`src/rtl/enc_velocity_sampler_pkg.sv`:
```
// Shared definitions for the wheel encoder velocity sampler: step encoding,
// quadrature transition lookup and default widths.
package enc_velocity_sampler_pkg;

    localparam int COUNT_W_DEF = 12;
    localparam int POS_W_DEF   = 16;
    localparam int ERR_W       = 8;
    localparam int ERR_MAX     = 255;

    typedef logic signed [1:0] step_t;

    localparam step_t STEP_FWD  = 2'sb01;
    localparam step_t STEP_REV  = 2'sb11;
    localparam step_t STEP_NONE = 2'sb00;

    typedef struct packed {
        step_t step;
        logic  illegal;
    } trans_t;

    // States are {A,B}; forward rotation walks 00 -> 10 -> 11 -> 01 -> 00.
    function automatic trans_t trans_lookup(input logic [1:0] prev, input logic [1:0] cur);
        trans_t t;
        t.step    = STEP_NONE;
        t.illegal = 1'b0;
        case ({prev, cur})
            4'b00_10, 4'b10_11, 4'b11_01, 4'b01_00: t.step    = STEP_FWD;
            4'b10_00, 4'b11_10, 4'b01_11, 4'b00_01: t.step    = STEP_REV;
            4'b00_11, 4'b11_00, 4'b10_01, 4'b01_10: t.illegal = 1'b1;
            default: ;
        endcase
        return t;
    endfunction

endpackage

```
`src/rtl/enc_velocity_sampler_if.sv`:
```
// Velocity/position result bus published once per control window.
interface enc_velocity_sampler_if
    import enc_velocity_sampler_pkg::*;
#(
    parameter int COUNT_W = COUNT_W_DEF,
    parameter int POS_W   = POS_W_DEF
);
    logic signed [COUNT_W-1:0] vel_count;
    logic                      vel_valid;
    logic                      vel_sat;
    logic signed [POS_W-1:0]   position;
    logic [ERR_W-1:0]          err_cnt;

    modport master (output vel_count, vel_valid, vel_sat, position, err_cnt);
    modport slave  (input  vel_count, vel_valid, vel_sat, position, err_cnt);
endinterface

```
`src/rtl/enc_velocity_sampler_quad_decoder.sv`:
```
// 4x quadrature decoder: synchronises A/B and emits a signed step per clock
// plus a pulse on any transition that flips both channels at once.
module quad_decoder
    import enc_velocity_sampler_pkg::*;
#(
    parameter int DIR_INV = 0
) (
    input  logic  clk_256kHz,
    input  logic  reset,
    input  logic  enc_a,
    input  logic  enc_b,
    output step_t step,
    output logic  illegal
);
    logic [1:0] sync1, sync2, prev;
    logic [2:0] warm;
    trans_t     trans;

    // warm[2] holds off decoding until prev has captured a real synced sample.
    always_ff @(posedge clk_256kHz or posedge reset) begin
        if (reset) begin
            sync1 <= 2'b00;
            sync2 <= 2'b00;
            prev  <= 2'b00;
            warm  <= 3'b000;
        end else begin
            // NOTE: non-blocking assignments so every register samples the pre-edge value of its source.
            sync1 <= {enc_a, enc_b};
            sync2 <= sync1;
            prev  <= sync2;
            warm  <= {warm[1:0], 1'b1};
        end
    end

    assign trans = trans_lookup(prev, sync2);

    always_comb begin
        // NOTE: defaults first so no path leaves an output unassigned (no latch).
        step    = STEP_NONE;
        illegal = 1'b0;
        if (warm[2]) begin
            illegal = trans.illegal;
            step    = (DIR_INV != 0) ? step_t'(-trans.step) : trans.step;
        end
    end

endmodule

```
`src/rtl/enc_velocity_sampler.sv`:
```
// Per-wheel velocity sampler: accumulates encoder steps over each 80 Hz window
// and publishes a saturated per-window count plus a free-running position.
module enc_velocity_sampler
    import enc_velocity_sampler_pkg::*;
#(
    parameter int COUNT_W = COUNT_W_DEF,
    parameter int POS_W   = POS_W_DEF,
    parameter int DIR_INV = 0
) (
    input  logic                   clk_256kHz,
    input  logic                   reset,
    input  logic                   clk_80Hz_in,
    input  logic                   enc_a,
    input  logic                   enc_b,
    enc_velocity_sampler_if.master vel_bus
);
    localparam logic signed [COUNT_W:0] SUM_MAX = {2'b00, {(COUNT_W-1){1'b1}}};
    localparam logic signed [COUNT_W:0] SUM_MIN = {2'b11, {(COUNT_W-1){1'b0}}};

    logic tick_sync1, tick_sync2, tick_prev, tick_rise;
    step_t step;
    logic  illegal;

    logic signed [COUNT_W-1:0] acc, acc_clamped, vel_count;
    logic signed [COUNT_W:0]   acc_sum;
    logic signed [POS_W-1:0]   position;
    logic [ERR_W-1:0]          err_cnt;
    logic sat_win, clamp_now, first_win, vel_valid, vel_sat;

    quad_decoder #(.DIR_INV(DIR_INV)) u_quad_decoder (
        .clk_256kHz (clk_256kHz),
        .reset      (reset),
        .enc_a      (enc_a),
        .enc_b      (enc_b),
        .step       (step),
        .illegal    (illegal)
    );

    always_ff @(posedge clk_256kHz or posedge reset) begin
        if (reset) begin
            tick_sync1 <= 1'b0;
            tick_sync2 <= 1'b0;
            tick_prev  <= 1'b0;
        end else begin
            tick_sync1 <= clk_80Hz_in;
            tick_sync2 <= tick_sync1;
            tick_prev  <= tick_sync2;
        end
    end

    assign tick_rise = tick_sync2 & ~tick_prev;

    // One guard bit lets the clamp see an overflow before it wraps.
    always_comb begin
        acc_sum     = {acc[COUNT_W-1], acc} + {{(COUNT_W-1){step[1]}}, step};
        acc_clamped = acc_sum[COUNT_W-1:0];
        clamp_now   = 1'b0;
        if (acc_sum > SUM_MAX) begin
            acc_clamped = SUM_MAX[COUNT_W-1:0];
            clamp_now   = 1'b1;
        end else if (acc_sum < SUM_MIN) begin
            acc_clamped = SUM_MIN[COUNT_W-1:0];
            clamp_now   = 1'b1;
        end
    end

    always_ff @(posedge clk_256kHz or posedge reset) begin
        if (reset) begin
            acc       <= '0;
            sat_win   <= 1'b0;
            first_win <= 1'b1;
            vel_count <= '0;
            vel_valid <= 1'b0;
            vel_sat   <= 1'b0;
            position  <= '0;
            err_cnt   <= '0;
        end else begin
            position  <= position + {{(POS_W-2){step[1]}}, step};
            vel_valid <= 1'b0;
            if (illegal && err_cnt != ERR_W'(ERR_MAX))
                err_cnt <= err_cnt + 1'b1;
            // The step landing on the tick cycle closes out with the old window.
            if (tick_rise) begin
                acc     <= '0;
                sat_win <= 1'b0;
                if (first_win) begin
                    first_win <= 1'b0;
                end else begin
                    vel_count <= acc_clamped;
                    vel_sat   <= sat_win | clamp_now;
                    vel_valid <= 1'b1;
                end
            end else begin
                acc     <= acc_clamped;
                sat_win <= sat_win | clamp_now;
            end
        end
    end

    assign vel_bus.vel_count = vel_count;
    assign vel_bus.vel_valid = vel_valid;
    assign vel_bus.vel_sat   = vel_sat;
    assign vel_bus.position  = position;
    assign vel_bus.err_cnt   = err_cnt;

endmodule

```
`src/flat_wrapper.sv`:
```
// flat-port wrapper written by rule: the top's interface ports become plain ports
module enc_velocity_sampler_flat import enc_velocity_sampler_pkg::*;
#(
    parameter int COUNT_W = COUNT_W_DEF,
    parameter int POS_W   = POS_W_DEF,
    parameter int DIR_INV = 0
)
  (clk_256kHz, reset, clk_80Hz_in, enc_a, enc_b, vel_bus_vel_count, vel_bus_vel_valid, vel_bus_vel_sat, vel_bus_position, vel_bus_err_cnt);
  enc_velocity_sampler_if #(.COUNT_W(COUNT_W), .POS_W(POS_W)) vel_bus_i ();
  input  logic clk_256kHz;
  input  logic reset;
  input  logic clk_80Hz_in;
  input  logic enc_a;
  input  logic enc_b;
  output wire logic [$bits(vel_bus_i.vel_count)-1:0] vel_bus_vel_count;
  output wire logic [$bits(vel_bus_i.vel_valid)-1:0] vel_bus_vel_valid;
  output wire logic [$bits(vel_bus_i.vel_sat)-1:0] vel_bus_vel_sat;
  output wire logic [$bits(vel_bus_i.position)-1:0] vel_bus_position;
  output wire logic [$bits(vel_bus_i.err_cnt)-1:0] vel_bus_err_cnt;
  assign vel_bus_vel_count = vel_bus_i.vel_count;
  assign vel_bus_vel_valid = vel_bus_i.vel_valid;
  assign vel_bus_vel_sat = vel_bus_i.vel_sat;
  assign vel_bus_position = vel_bus_i.position;
  assign vel_bus_err_cnt = vel_bus_i.err_cnt;
  enc_velocity_sampler #(.COUNT_W(COUNT_W), .POS_W(POS_W), .DIR_INV(DIR_INV)) u_core (.clk_256kHz(clk_256kHz), .reset(reset), .clk_80Hz_in(clk_80Hz_in), .enc_a(enc_a), .enc_b(enc_b), .vel_bus(vel_bus_i));
endmodule
```
`config.mk`:
```
export PLATFORM = sky130hd
export DESIGN_NAME = enc_velocity_sampler_flat
export DESIGN_NICKNAME = d
export VERILOG_FILES = /design/src/rtl/enc_velocity_sampler_pkg.sv /design/src/rtl/enc_velocity_sampler_if.sv /design/src/rtl/enc_velocity_sampler_quad_decoder.sv /design/src/rtl/enc_velocity_sampler.sv /design/src/flat_wrapper.sv
export SDC_FILE = /design/constraint.sdc
export NUM_CORES = 1
export LEC_CHECK = 0
export ABC_AREA = 1
export BUFFER_PORTS_ARGS = -buffer_cell sky130_fd_sc_hd__buf_2
export CAP_MARGIN = 20
export CORE_UTILIZATION = 29
export DETAILED_ROUTE_END_ITERATION = 8
export GPL_ROUTABILITY_DRIVEN = 0
export HOLD_SLACK_MARGIN = 0.15
export PLACE_DENSITY_LB_ADDON = 0.08
export SETUP_SLACK_MARGIN = 0.05
export SLEW_MARGIN = 20
export SYNTH_ARGS = -nofsm -noshare
export SYNTH_HDL_FRONTEND = slang
export SYNTH_SLANG_ARGS = --single-unit
```
`constraint.sdc`:
```
create_clock -name clk_256kHz -period 3.41 [get_ports clk_256kHz]
set_clock_uncertainty 0.05 [all_clocks]
set_input_delay 0.682 -clock clk_256kHz [delete_from_list [all_inputs] [get_ports clk_256kHz]]
set_output_delay 0.682 -clock clk_256kHz [all_outputs]
set_load 0.02 [all_outputs]
```
# Word level (Yosys, flattened, before mapping)
# Cells that the tools add are included.
[word_totals]
reg_bits = 64
ramBits = 0
wordCells = 54
in_bits = 5
latchBits = 0
rom_bits = 0
memories = 0
[classes]
div_mod_pow = 0
n_reduce_logical = 5
eq_ne = 13
n_mux = 12
n_mul = 0
shifts = 0
bitwise_logic = 4
add_sub_neg = 3
magnitude_cmp = 2
[ops]
columns = ["cell", "n"]
rows = [
  ["2-to-1 mux 12 bit", 3],
  ["== test 4 bit (second input constant)", 6],
  ["adder 16 bit", 1],
  ["adder 12 x 2 -> 13 bit", 1],
  ["> comparator 13 x 12 -> 1 bit (second input constant)", 1],
  ["less-than comparator 13 x 12 -> 1 bit (second input constant)", 1],
  ["== test 4 x 3 -> 1 bit (second input constant)", 3],
  ["OR reduction 4 bit", 3],
  ["adder 8 x 1 -> 8 bit (second input constant)", 1],
  ["== test 4 x 2 -> 1 bit (second input constant)", 2],
  ["!= test 8 bit (second input constant)", 1],
  ["2-to-1 mux 1 bit", 7],
  ["== test 4 x 1 -> 1 bit (second input constant)", 1],
  ["one-hot mux 2 bit (2 select lines)", 1],
  ["2-to-1 mux 2 bit", 1],
  ["NOT 1 bit", 2],
  ["AND reduction 2 bit", 1],
  ["AND 1 bit", 1],
  ["logical AND 1 bit", 1],
  ["bitwise OR 1 bit", 1],
]

# Logic depth before layout (Yosys ltp)
[logic_depth]
ltp_word = 10
ltp_mapped = 20

# By module
# From an unflattened synthesis, not the netlist that was laid out.
[hier_totals]
hier_cells = 450
hier_area_um2 = 3756.1
[modules_own_cells]
columns = ["module", "seq_area_each_um2", "instances", "area_per_inst_um2", "cells_each"]
rows = [
  ["enc_velocity_sampler", 1377.6, 1, 3420.8, 413],
  ["quad_decoder", 225.2, 1, 335.3, 37],
]

# Least setup slack after synthesis
# Ideal clock, no wire load.
[synth_timing]
path_type = "reg-to-reg"
from = "reg u_core.u_quad_decoder.sync2[1]"
to = "reg u_core.vel_count[7], in the netlist u_core.vel_bus.vel_count[7]"
arrival_ps = 2585
n_path_buf = 1
synth_period_minus_slack_ps = 2752
setup_slack_ps = 658
path_stages_with_launch = 18
cell_sequence = "dfrtp_1 > xnor2_1 > nand3_1 > inv_1 > ha_1 > nand2_1 > inv_1 > a21oi_1 > nand2_2 > nand2_2 > nand2_1 > nand2_2 > nand2_4 > buf_12 > nand2_2 > nand2_1 > nand2_1 > nand2_1"
[synth_via]
elab_chain_len = 8
[synth_rtl]
columns = ["element", "line", "text"]
rows = [
  ["start: declaration", "enc_velocity_sampler_quad_decoder.sv:15", "logic [1:0] sync1, sync2, prev;"],
  ["start signal: assignment", "enc_velocity_sampler_quad_decoder.sv:29", "sync2 <= sync1;"],
  ["== test 4 bit, or another cell as far along", "enc_velocity_sampler_pkg.sv:26", "case ({prev, cur})"],
  ["OR reduction 4 bit", "enc_velocity_sampler_pkg.sv:26", ""],
  ["one-hot mux 2 bit (2 select lines) *", "enc_velocity_sampler_pkg.sv:26", ""],
  ["2-to-1 mux 2 bit *", "enc_velocity_sampler_quad_decoder.sv:41", "if (warm[2]) begin"],
  ["adder 12 x 2 -> 13 bit *", "enc_velocity_sampler.sv:55", "acc_sum = {acc[COUNT_W-1], acc} + {{(COUNT_W-1){step[1]}}, step};"],
  ["less-than comparator 13 x 12 -> 1 bit", "enc_velocity_sampler.sv:61", "end else if (acc_sum < SUM_MIN) begin"],
  ["2-to-1 mux 12 bit", "enc_velocity_sampler.sv:61", ""],
  ["2-to-1 mux 12 bit *", "enc_velocity_sampler.sv:58", "if (acc_sum > SUM_MAX) begin"],
  ["end signal: assignment", "enc_velocity_sampler.sv:89", "vel_count <= acc_clamped;"],
  ["end: declaration", "enc_velocity_sampler.sv:24", "logic signed [COUNT_W-1:0] acc, acc_clamped, vel_count;"],
]
# Every way passes the cells marked *; elsewhere a longest branch is shown, timed or not.
# A chain may end at the register's enable or synchronous reset.

# Worst setup path in the final report
[layout_timing]
from = "reg u_core.u_quad_decoder.sync2[1]"
to = "reg u_core.position[10], in the netlist u_core.vel_bus.position[10]"
[layout_via]
elab_chain_len = 5
[layout_rtl]
columns = ["element", "line", "text"]
rows = [
  ["== test 4 bit, or another cell as far along", "enc_velocity_sampler_pkg.sv:26", ""],
  ["OR reduction 4 bit", "enc_velocity_sampler_pkg.sv:26", ""],
  ["one-hot mux 2 bit (2 select lines) *", "enc_velocity_sampler_pkg.sv:26", ""],
  ["2-to-1 mux 2 bit *", "enc_velocity_sampler_quad_decoder.sv:41", ""],
  ["adder 16 bit *", "enc_velocity_sampler.sv:78", "position <= position + {{(POS_W-2){step[1]}}, step};"],
  ["end signal: assignment", "enc_velocity_sampler.sv:78", ""],
  ["end: declaration", "enc_velocity_sampler.sv:26", "logic signed [POS_W-1:0] position;"],
]
# Marks and branches as above.

==> results by group <==
Pwr
  – Static leakage: 2.44 nW
  – Combinational Power Share: a little under half
  – Clock network power share: between 20% and 30%
  – Sw frac: ~43%
  – Sw power: around 1.7 mW
  – VDD IR-drop max: around 0.34 mV
  – Tot Pwr: 4.04 mW
  – Internal power: 2.30 mW
  – Sequential power share: 30.2%
  – Pwr per Cell Area: between 900 and 1000 nW/um^2

Synth
  – Commonest cells in the netlist: nand2_1, dfrtp_1, inv_1
  – Top cell type's share of synthesized area: between 40% and 50%
  – Top area cells in the synthesized netlist: dfrtp_1, nand2_1, ha_1, xor2_1, inv_1
  – Mapped Area: between 3000 and 4000 um^2
  – Mean post-synth cell area: ~8.6 um^2
  – Count leader, synth: nand2_1
  – Leading register cell type out of synthesis: dfrtp_1
  – Register bit total from synthesis: 64
  – Mapped Cells: roughly 430
  – Warnings from Yosys: 0
  – Cell variety after synth: 32
  – Async SR Flop Fraction: 100%
  – Mapped Nets: roughly 470
  – Post-synth EDFFs: 0
  – Area leader, netlist: dfrtp_1
  – Part of the Yosys area used for sequential elements: 42.8%

Min path
  – Hold/Removal Path Class: reg -> reg
  – Min-delay src: u_core.u_quad_decoder.warm[0]
  – Hold path depth: 0

Final layout
  – Layout cells sized above 1: 19.6%
  – Final #Nets: roughly 520
  – Multi-input logic area: 1900 um^2
  – ANT cells: 0
  – Register area: around 1600 um^2
  – Fillers: approximately 1,300
  – Core Util, Final: a little over a third
  – P&R area growth vs syn: 19.5%

Clock tree
  – CTS H-tree depth: 3
  – CTS clk-pin slew, worst paths: around 0.060 ns
  – Worst-Skew Late Latency: 0.34 ns
  – CTS Root Cell: clkbuf_16
  – Clock Path Buffers: 2
  – Hold buffers post-CTS: 0
  – Total CTS buffers: 9
  – CTS tree: done
  – TritonCTS Sinks: 64

Critical path
  – Critical path cell sequence: xnor2_1 > a21oi_1 > nor2_1 > ha_1 > inv_1 > fa_1 > nand3b_1 > nand2_1 > a21boi_0 > o21ai_0 > nand2_1 > nand2_1 > xor2_1
  – Critical path buffers and inverters: 1
  – Critical R2R Launch: u_core.u_quad_decoder.sync2[1]
  – Levels on crit path: 13
  – Critical Path Most Common Cell: nand2_1
  – Crit path DAT: ~3.2 ns
  – Crit. End Element: flip-flop
  – CP top delay family: simple AND/OR/NAND/NOR gates
  – R2r worst-path depth: 13
  – Worst Setup SP: u_core.u_quad_decoder.sync2[1]
  – Slowest cell on the critical path: dfrtp_1
  – Worst Setup Path Type: reg -> reg
  – Critical Path RT: around 3.6 ns
  – CP Launch Type: flip-flop
  – Worst-path fanout max: 4
  – Crit-path max cell delay: about 0.43 ns

Global route
  – Largest net degree at the start of global routing: 65
  – Total gr overflow: 0
  – First-pass GRT wire length: ~14,000 um
  – Vias in the first global route: 2,947
  – Antenna violations before repair: 0
  – Overall Global Routing Usage: 13.8%

Floorplanning
  – Die Span X: approximately 120 um
  – Core Region: around 13,000 um^2
  – Starting Density: about 30%
  – Cell row count: slightly above 40
  – Io pins: 43
  – DIE HEIGHT: 116 um
  – Die area: ~13,000 um^2

Place
  – DP HPWL: 5960 um
  – DP Worst Slack: 0.261 ns
  – IO buf count: 42

Drt
  – Drt wl/cell: 12.2 um
  – DRC: 0
  – First DRT Iteration DRCs: ~80
  – First-pass DRT Iterations: 4
  – Routed vias: between 2,000 and 3,000
  – DRT antenna net count: 0
  – Vias per Instance: ~4.3
  – Final WL: 8090 um

Timing
  – Fin worst setup slack: between 0.4 and 0.5 ns
  – Final Hold Viols: 0
  – Final number of setup-violating endpoints: 0
  – Setup TNS Final: 0 ns
  – RSZ-0062 raised after global routing: no
  – Part of the cycle the worst path needs: 86.3%
  – Max-slew violation count: 0
  – Fmax: approximately 340 MHz
  – Final min period: 2.94 ns

Outcome
  – Status: finished, final reports clean

Run
  – Maxcap violations: 0
path summary, 6_finish.rpt:
path,slack (ns),to
max,0.47,u_core.vel_bus.position[10]
min,0.30,u_core.u_quad_decoder.warm[1]
max reg2reg,0.47,u_core.vel_bus.position[10]
min reg2reg,0.30,u_core.u_quad_decoder.warm[1]
max in group asynchronous,2.65,u_core.first_win
min in group asynchronous,0.36,u_core.vel_bus.vel_count[1]
layout make-up:
cell class | instances | share of cell area, %
Clock inverter | 6 | 1.32
Sequential cell | 64 | 35.9
Tap cell | 172 | 4.81
Inverter | 47 | 4.03
Multi-Input combinational cell | 317 | 42.5
Clock buffer | 10 | 5.35
Timing Repair Buffer | 47 | 6.10
sequential cells by signal, indices dropped and copies added (netlist names):
register and cells:
u_core.vel_bus.position 16, u_core.acc 12, u_core.vel_bus.vel_count 12, u_core.vel_bus.err_cnt 8
u_core.u_quad_decoder.warm 3, u_core.u_quad_decoder.prev 2, u_core.u_quad_decoder.sync1 2, u_core.u_quad_decoder.sync2 2
u_core.first_win 1, u_core.sat_win 1, u_core.tick_prev 1, u_core.tick_sync1 1
u_core.tick_sync2 1, u_core.vel_bus.vel_sat 1, u_core.vel_bus.vel_valid 1
power by group through the flow:
stage	logic [mW]	registers [mW]	clock network [mW]
2_1_floorplan	1.25	1.44	0
3_3_place_gp	1.92	1.24	0
3_5_place_dp	1.91	1.24	0
4_1_cts	1.92	1.23	0.965
5_1_grt	2.17	1.27	0.991
6_report	1.89	1.22	0.930
through the flow:
step                      hold slack [ns]  area, um^2  std cells
after floorplan                     0.281        3740        434
after global routing                0.306        4470        663
after CTS                           0.297        4450        662
after detailed placement            0.285        4150        646
final                               0.295        4470        663
after global placement              0.282        4150        646
what timing repair did:
item,CTS,global route
endpoints found under the hold margin,0,0
gates resized for setup,0,2
setup endpoints to repair,0,22
setup buffers,0,1
cells in the final DEF, fill, tap and decap left out:
master and n:
clkbuf_8 1, clkinv_2 4, nor2_2 2, bufinv_16 1, o31ai_1 2, mux2_2 2
o21ai_0 6, a21o_1 2, buf_2 42, conb_1 1, nand2_1 126, a21boi_0 2
nor2_4 1, nor3_1 4, nand3_2 7, xnor2_1 11, clkinvlp_4 1, a21oi_1 29
dfstp_2 1, a21oi_2 2, dfrtp_1 63, clkinv_4 1, nand4_1 6, buf_4 3
o21ai_1 1, inv_2 1, xor2_1 22, nand3_1 20, buf_12 2, nor2_1 21
fa_1 2, nand2_4 3, clkbuf_16 9, nand2_2 12, nand3b_1 2, o21bai_1 1
inv_1 45, nor3_2 1, ha_1 28, o2111ai_1 1
cells by family (layout without fill, tap and decap cells):
group | Yosys count | count (layout) | share of synthesized area (%)
other cells | 1 | 1 | 0.100
mux | 2 | 2 | 0.602
compound gates | 46 | 46 | 6.92
xor+xnor | 33 | 33 | 7.72
buf+inv | 53 | 110 | 6.35
fa+ha+maj | 30 | 30 | 10.4
simple gates | 205 | 205 | 25.0
flops | 64 | 64 | 42.8
per-layer routing:
metal  track usage, %  share of wire, %  wire length (um)  vias up
li1                 -                 -                 -     1502
met1             18.0                49              3930     1324
met2             21.5                46              3710       36
met3             2.67               2.8               230       14
met4             7.88               2.7               219        0
met5                0                 0                 0        -
worst register-to-register path, stage by stage, from the launching register on:
cell and delay, ns:
dfrtp_1 0.43, xnor2_1 0.23, a21oi_1 0.06, nor2_1 0.23
ha_1 0.22, inv_1 0.06, fa_1 0.40, nand3b_1 0.17
nand2_1 0.14, a21boi_0 0.18, o21ai_0 0.37, nand2_1 0.10
nand2_1 0.09, xor2_1 0.14
No activity file was read; power rests on OpenSTA's default activity.
